[src/rtl/aes_gcm_out_framer.sv]
// aes_gcm_out_framer: frames GCM payload-out into one egress stream per message,
// appending the tag (encrypt) or releasing the last beat with auth status (decrypt).
module aes_gcm_out_framer #(
    parameter int TAG_BYTES   = 16,
    parameter int TAG_TIMEOUT = 1024
) (
    input  logic         clk,
    input  logic         rst,
    input  logic         start,
    input  logic         enc_mode,
    input  logic         pld_zero,
    input  logic         in_valid,
    output logic         in_ready,
    input  logic         in_last,
    input  logic [127:0] in_data,
    input  logic [15:0]  in_keep,
    input  logic [127:0] tag_in,
    input  logic         tag_valid,
    input  logic         auth_fail,
    output logic         out_valid,
    input  logic         out_ready,
    output logic         out_last,
    output logic [127:0] out_data,
    output logic [15:0]  out_keep,
    output logic         out_tag,
    output logic         out_auth_fail,
    output logic         busy,
    output logic         done,
    output logic         timeout_err
);
    localparam int CW = $clog2(TAG_TIMEOUT + 1);
    localparam logic [15:0] TAG_KEEP = ~(16'hFFFF >> TAG_BYTES);
    typedef enum logic [1:0] {IDLE, PAYLOAD, WAIT_TAG, FLUSH} state_t;
    state_t         state_q, state_d;
    logic           enc_q, enc_d, pz_q, pz_d;
    logic           tag_seen_q, tag_seen_d, af_q, af_d;
    logic [127:0]   tag_q, tag_d;
    logic [CW-1:0]  cnt_q, cnt_d;
    logic           timeout_err_q, timeout_err_d, hold_q, hold_d;
    logic           out_valid_q, out_valid_d, out_last_q, out_last_d;
    logic           out_tag_q, out_tag_d, out_auth_fail_q, out_auth_fail_d;
    logic [127:0]   out_data_q, out_data_d;
    logic [15:0]    out_keep_q, out_keep_d;
    logic           slot_free, to_fire;
    always_comb begin
        state_d         = state_q;
        enc_d           = enc_q;
        pz_d            = pz_q;
        tag_seen_d      = tag_seen_q;
        tag_d           = tag_q;
        af_d            = af_q;
        cnt_d           = cnt_q;
        timeout_err_d   = timeout_err_q;
        hold_d          = hold_q;
        out_valid_d     = out_valid_q && !out_ready;
        out_last_d      = out_last_q;
        out_tag_d       = out_tag_q;
        out_auth_fail_d = out_auth_fail_q;
        out_data_d      = out_data_q;
        out_keep_d      = out_keep_q;
        busy            = state_q != IDLE;
        slot_free       = !out_valid_q || out_ready;
        in_ready        = (state_q == PAYLOAD) && slot_free && !hold_q;
        to_fire         = !tag_seen_q && (cnt_q == CW'(TAG_TIMEOUT - 1));
        done            = (state_q == FLUSH) && out_valid_q && out_ready && out_last_q;
        // First tag report while busy wins; an early tag must survive until WAIT_TAG
        if (busy && tag_valid && !tag_seen_q) begin
            tag_seen_d = 1'b1;
            tag_d      = tag_in;
            af_d       = auth_fail;
        end
        case (state_q)
            IDLE: if (start) begin
                state_d       = pld_zero ? WAIT_TAG : PAYLOAD;
                enc_d         = enc_mode;
                pz_d          = pld_zero;
                timeout_err_d = 1'b0;
                tag_seen_d    = 1'b0;
                cnt_d         = '0;
                hold_d        = 1'b0;
            end
            PAYLOAD: if (in_valid && in_ready) begin
                out_data_d      = in_data;
                out_keep_d      = in_keep;
                out_tag_d       = 1'b0;
                out_last_d      = 1'b0;
                out_auth_fail_d = 1'b0;
                hold_d          = in_last && !enc_q;
                out_valid_d     = !(in_last && !enc_q);
                state_d         = in_last ? WAIT_TAG : PAYLOAD;
            end
            WAIT_TAG: begin
                if (!tag_seen_q && !to_fire)
                    cnt_d = cnt_q + CW'(1);
                if ((tag_seen_q || to_fire) && slot_free) begin
                    out_valid_d   = 1'b1;
                    out_last_d    = 1'b1;
                    hold_d        = 1'b0;
                    timeout_err_d = timeout_err_q | to_fire;
                    state_d       = FLUSH;
                    if (enc_q) begin
                        out_data_d      = tag_seen_q ? tag_q : '0;
                        out_keep_d      = tag_seen_q ? TAG_KEEP : '0;
                        out_tag_d       = 1'b1;
                        out_auth_fail_d = 1'b0;
                    end else begin
                        // Held last beat keeps its data/keep; empty payload emits a null beat
                        out_data_d      = pz_q ? '0 : out_data_q;
                        out_keep_d      = pz_q ? '0 : out_keep_q;
                        out_tag_d       = 1'b0;
                        out_auth_fail_d = tag_seen_q ? af_q : 1'b1;
                    end
                end
            end
            FLUSH: state_d = done ? IDLE : FLUSH;
            default: state_d = IDLE;
        endcase
    end
    always_ff @(posedge clk or posedge rst) begin
        if (rst) begin
            state_q         <= IDLE;
            enc_q           <= 1'b0;
            pz_q            <= 1'b0;
            tag_seen_q      <= 1'b0;
            tag_q           <= '0;
            af_q            <= 1'b0;
            cnt_q           <= '0;
            timeout_err_q   <= 1'b0;
            hold_q          <= 1'b0;
            out_valid_q     <= 1'b0;
            out_last_q      <= 1'b0;
            out_tag_q       <= 1'b0;
            out_auth_fail_q <= 1'b0;
            out_data_q      <= '0;
            out_keep_q      <= '0;
        end else begin
            state_q         <= state_d;
            enc_q           <= enc_d;
            pz_q            <= pz_d;
            tag_seen_q      <= tag_seen_d;
            tag_q           <= tag_d;
            af_q            <= af_d;
            cnt_q           <= cnt_d;
            timeout_err_q   <= timeout_err_d;
            hold_q          <= hold_d;
            out_valid_q     <= out_valid_d;
            out_last_q      <= out_last_d;
            out_tag_q       <= out_tag_d;
            out_auth_fail_q <= out_auth_fail_d;
            out_data_q      <= out_data_d;
            out_keep_q      <= out_keep_d;
        end
    end
    assign out_valid     = out_valid_q;
    assign out_last      = out_last_q;
    assign out_tag       = out_tag_q;
    assign out_auth_fail = out_auth_fail_q;
    assign out_data      = out_data_q;
    assign out_keep      = out_keep_q;
    assign timeout_err   = timeout_err_q;
endmodule

[config.mk]
export PLATFORM = sky130hd
export DESIGN_NAME = aes_gcm_out_framer
export DESIGN_NICKNAME = d
export VERILOG_FILES = /design/src/rtl/aes_gcm_out_framer.sv
export SDC_FILE = /design/constraint.sdc
export NUM_CORES = 1
export LEC_CHECK = 0
export BUFFER_PORTS_ARGS = -buffer_cell sky130_fd_sc_hd__buf_2
export CAP_MARGIN = 20
export CORE_ASPECT_RATIO = 0.8
export CORE_MARGIN = 2
export CORE_UTILIZATION = 50
export CTS_CLUSTER_SIZE = 10
export DETAILED_ROUTE_END_ITERATION = 10
export GPL_ROUTABILITY_DRIVEN = 0
export HOLD_SLACK_MARGIN = 0.05
export PLACE_DENSITY = 0.8
export SLEW_MARGIN = 30
export SYNTH_ARGS = -nofsm -noshare
export SYNTH_HDL_FRONTEND = slang
export SYNTH_SLANG_ARGS = --single-unit
[constraint.sdc]
create_clock -name clk -period 12.5 [get_ports clk]
set_clock_uncertainty 0.1 [all_clocks]
set_input_delay 0.625 -clock clk [delete_from_list [all_inputs] [get_ports clk]]
set_output_delay 0.625 -clock clk [all_outputs]
set_load 0.005 [all_outputs]
== Yosys cells after proc, flatten, opt, wreduce, memory -nomap -nowiden ==
Cells that the tools add are included.
Operators by class
  $add $sub $neg: 1
  equal/unequal tests: 9
  muxes and demuxes: 44
  bitwise operators: 1
  reduce and logical (&&, ||, !) cells: 34
Operators by type and width (count)
  $mux W128: 5
  $pmux W128 S2: 1
  $mux W16: 5
  $pmux W16 S2: 1
  $mux W11: 2
  $pmux W11 S2: 1
  $mux W1: 16
  $logic_and A1 B1 Y1: 13
  $mux W2: 6
  $reduce_and A3 Y1: 4
  $add A11 B1 Y11 const B: 1
  $eq A11 B10 Y1 const B: 1
  $pmux W1 S2: 5
  $pmux W2 S4: 1
  $reduce_and A4 Y1: 2
  $logic_not A1 Y1: 7
  $ne A2 B2 Y1 const B: 3
  $reduce_bool A2 Y1: 3
  $eq A2 B2 Y1 const B: 2
  $ne A3 B3 Y1 const B: 1
  $pmux W1 S3: 1
  $reduce_bool A3 Y1: 1
  $eq A2 B1 Y1 const B: 1
  $logic_not A2 Y1: 1
  other kinds (4): 5
Storage, ports and cells
  register bits: 295
  input bits: 282
  output and inout port bits: 152
  logic and storage cells: 104

== Depth between registers and ports, before layout ==
  depth after elaboration: 7
  gate-level depth with buffers: 10
  depth with buffers taken out: 7

== Least setup slack after synthesis ==
No wires, ideal clock.
  kind: input-to-reg
  start: in out_ready
  end: reg out_data_q[35], in the netlist out_data[35]
  setup time: 0.123 ns
  arrival: 1.920 ns
  required time: 12.277 ns
  slack: 10.357 ns
  stages on the path: 8
  path buffers: 3
  cells stage by stage: nand2b_1 o211ai_1 a221o_1 buf_6 buf_6 buf_6 a221oi_2 nor2_1
Between the ends
  cells in the longest elaborated chain, start to end: 6
  elaborated cells on any way between the ends: 8
  classes of those cells: 2 x eq/ne; 6 x reduce/logical
RTL lines
  start, declared: line 21  | input logic out_ready,
  $logic_or A1 B1 Y1 (*): line 62  | slot_free = !out_valid_q || out_ready;
  $logic_and A1 B1 Y1 (2 in series): line 63  | in_ready = (state_q == PAYLOAD) && slot_free && !hold_q;
  $logic_and A1 B1 Y1: line 82  | PAYLOAD: if (in_valid && in_ready) begin
  $ne A2 B1 Y1 (no source line)
  $reduce_and A4 Y1 (no source line) (*)
  end signal, assigned: line 150  | out_data_q <= out_data_d;
  end, declared: line 42  | logic [127:0] out_data_q, out_data_d;
Every way passes the cells marked *; elsewhere a longest branch is shown, timed or not.
A chain may end at the register's enable or synchronous reset.

== Final worst setup path ==
  start: reg state_q[0]
  end: reg out_data_q[28], in the netlist out_data[28]
Between the ends
  cells in the longest elaborated chain, start to end: 6
  elaborated cells on any way between the ends: 11
  classes of those cells: 5 x eq/ne; 1 x mux; 5 x reduce/logical
RTL lines
  start, declared: line 34  | state_t state_q, state_d;
  start signal, assigned: line 137  | state_q <= state_d;
  $eq A2 B1 Y1: line 63, 72
  $logic_and A1 B1 Y1 (2 in series): line 63
  $logic_and A1 B1 Y1: line 82
  $ne A2 B1 Y1 (no source line)
  $reduce_and A4 Y1 (no source line)
Several ways; a longest one is shown, not always the timed one.

==> summary.txt <==
Setup path
  – Worst Path Max Fanout: 62
  – Crit Reg-Reg Endpoint: out_data[28]$_DFFE_PP0P_
  – Data arrival time of the critical path: 4.45 ns
  – Endpoint type of the worst setup path: flop
  – Type of origin of the critical path: flop
  – Critical Setup Path Class: reg -> reg
  – RR Startpoint: state_q[0]$_DFFE_PP0P_
  – Worst Reg2Reg Path Length in Cells: 9
  – Flop-to-flop setup slack: between 8 and 9 ns
  – Required time of the worst setup path: 12.81 ns

CTS
  – Clock buffer count from CTS: 35
  – CTS max path bufs: 3
  – Post-CTS setup buffers: 0
  – Clock root buffer master: clkbuf_16
  – Count of hold buffers inserted by post-cts repair: 0
  – Clk Latency, worst-skew pair: 0.49 ns
  – CTS tree: built
  – TritonCTS sink count: 295
  – Clock transition at the registers of the reported paths: around 0.050 ns
  – Post-cts resize count: 0
  – Clock H-tree levels: 2

STA
  – Final critical-path share of the clock period: 0.331
  – Min setup slack post-route: 8.36 ns
  – Minimum clock period after layout: 4.14 ns
  – Number of setup violations in the final report: 0
  – Slew headroom: 0.328
  – Total negative setup slack: 0 ns
  – Max Freq: 242 MHz
  – Final count of hold timing violations: 0
  – Setup repair after global routing missed its margin: no
  – Slew at the pin closest to its max-slew limit: 1.01 ns
  – Final number of max-transition violations: 0

Yosys
  – Mapped Nets: 1316
  – Top cell type by total area after synthesis: dfrtp_1
  – Number of enable flip-flop cells after synthesis: 0
  – Top cells by area, synth: dfrtp_1, mux2_2, nor2_1, a221oi_2, a221oi_1
  – Dominant synthesized flop cell: dfrtp_1
  – Register bit count reported by yosys: between 200 and 300
  – Proportion of netlist area held by the largest area contributor: 0.585
  – Top cells by instance count after synthesis: dfrtp_1, nor2_1, mux2_2, a221oi_1, a221oi_2
  – Post-Syn Instances: 1029
  – Cell with the most instances after synthesis: dfrtp_1
  – Sequential-to-total area share from yosys stat: 0.585
  – Library cells used by synthesis: 42
  – Fraction of synthesis flops using an asynchronous set or reset pin: 1.00
  – Post-synthesis instance area: 0.0126 mm²
  – Mapped Avg Cell Area: roughly 12 µm²
  – Syn. warnings: 0

Power and ir drop
  – Switching power share of the total: 0.380
  – Reported net switching power: 0.00173 W
  – Peak supply drop: 0.000147 V
  – Leakage dissipation: 7.47 nW
  – Internal power consumption: 0.00283 W
  – Proportion of power drawn by the clock network: 0.195
  – Total chip power: 0.00457 W
  – Gate power share: 0.424
  – Reg power frac: 0.381
  – Cell Pwr Density: 285 mW/mm²

Placement
  – # placed instances: 1711
  – Port bufs: ~430
  – HPWL after detailed placement: 23800 µm
  – Setup slack at placement: between 8 and 9 ns

Final layout
  – Proportion of layout cells with a drive suffix above 1: 0.480
  – Final nets: roughly 1700
  – Finished Layout Cells: around 1800
  – Number of fill cells: 1908
  – Storage cell area: 0.00738 mm²
  – Post-layout utilization of the core: 0.652
  – Area of the multi-input gates: 0.00483 mm²
  – Syn-to-layout area delta: 26.8%

Detailed routing
  – First DRT Iteration DRCs: 630
  – Routed length per instance: between 20 and 25 µm
  – Per-cell via count in the routed design: 5.73
  – Vias post-DR: 10100
  – Total wire length after detailed routing: 35700 µm
  – 1st-pass router iterations: 4
  – Antenna viol nets, final: 0
  – DRC Markers: 0

Die
  – Number of top-level pins: 434
  – Effective utilization at floorplan: 0.514
  – Horiz. Die Dim: ~180 µm
  – Die area: 0.0266 mm²
  – Core footprint: about 0.025 mm²
  – Die span in y: 146 µm
  – Site Rows: 51

Global route
  – Total Routing Usage GR: 0.264
  – Initial antenna violation count: 13
  – Via count of the first global-routing pass: 10500
  – Global-route wire length before repair: 56300 µm
  – Pin count of the biggest net entering global routing: 143
  – Overflow after GRT: 0

Min path
  – Hold/Removal Path Class: in -> async

Outcome
  – Outcome: completed

Job
  – Maxcap violations: 0
cell usage in the layout, fill, tap and decap left out, drive strengths merged, types with 2 or more instances in the layout:
master / count
nor2: 271
nand2: 18
a221oi: 129
diode: 11
nor3: 2
nor2b: 3
nand3: 6
nand4: 7
a221o: 17
buf: 447
mux2: 133
a22o: 2
a31oi: 2
clkbuf: 40
a211oi: 2
and3: 3
a32o: 2
ha: 5
nor4: 2
dfrtp: 295
a21o: 3
o21ai: 7
xnor2: 6
inv: 10
a21oi: 12
sequential cells by signal, summed over array words and instances, names as in the netlist, 2 cells and up:
signal,flops
state_q,2
out_keep,16
cnt_q,11
out_data,128
tag_q,128
per-layer routing:
layer / vias to the layer above / GRT usage / routed length [µm]
met4: 4 / 0.101 / 1120
met1: 5061 / 0.334 / 13800
met5: - / 0 / 26
li1: 4524 / - / -
met2: 452 / 0.438 / 17700
met3: 79 / 0.0698 / 3010
critical path, stage by stage (launching register included):
cell,delay (ns)
dfrtp_1,0.42
inv_1,0.11
ha_1,0.73
inv_4,0.51
nor3_2,0.32
buf_4,0.69
buf_4,0.50
buf_16,0.31
a221oi_1,0.14
nor2_1,0.15
power groups by stage:
stage               Combinational (W)  Clock (W)  Sequential [W]
floorplan                     0.00133          0         0.00171
global placement              0.00183          0         0.00172
CTS                           0.00192   0.000909         0.00173
global route                  0.00213   0.000949         0.00179
detailed placement            0.00191          0         0.00175
finish                        0.00194   0.000888         0.00174
worst max-delay path by stage:
| stage | startpoint | endpoint | slack, ns | depth (start not counted) |
|---|---|---|---|---|
| floorplan | rst | af_q$_DFFE_PP0P_ | 3.63 | 1 |
| global route | state_q[0]$_DFFE_PP0P_ | out_data[103]$_DFFE_PP0P_ | 8.19 | 9 |
| detailed placement | state_q[0]$_DFFE_PP0P_ | out_data[28]$_DFFE_PP0P_ | 8.02 | 8 |
| global placement | state_q[0]$_DFFE_PP0P_ | out_data[100]$_DFFE_PP0P_ | 8.20 | 8 |
| finish | state_q[0]$_DFFE_PP0P_ | out_data[28]$_DFFE_PP0P_ | 8.36 | 9 |
| CTS | state_q[0]$_DFFE_PP0P_ | out_data[28]$_DFFE_PP0P_ | 8.02 | 8 |
layout make-up:
class,count,area share
clock buffer,40,0.0598
tap,318,0.0249
inverter,11,0.00352
timing repair buffer,447,0.147
sequential,295,0.461
multi-input combinational,643,0.302
antenna,11,0.00172
cells by family (layout without fill, tap and decap cells):
group / Yosys count / after routing / synth area share
AOI/OAI and AO/OA: 184 / 184 / 0.153
xor gates and xnor gates: 6 / 6 / 0.00416
adders and majority gates: 5 / 5 / 0.00495
buffers and inverters: 91 / 498 / 0.0363
DFF: 295 / 295 / 0.585
muxes: 133 / 133 / 0.119
other: 0 / 11 / 0
and+or+nand+nor: 315 / 315 / 0.0987
through the flow:
step                      hold WS (ns)  instance area, µm²
after floorplan                  0.380               12600
after detailed placement         0.387               14900
final                            0.144               16000
after global placement           0.372               14900
after global routing             0.225               16000
after CTS                        0.237               15900
No activity file was read; power rests on OpenSTA's default activity.
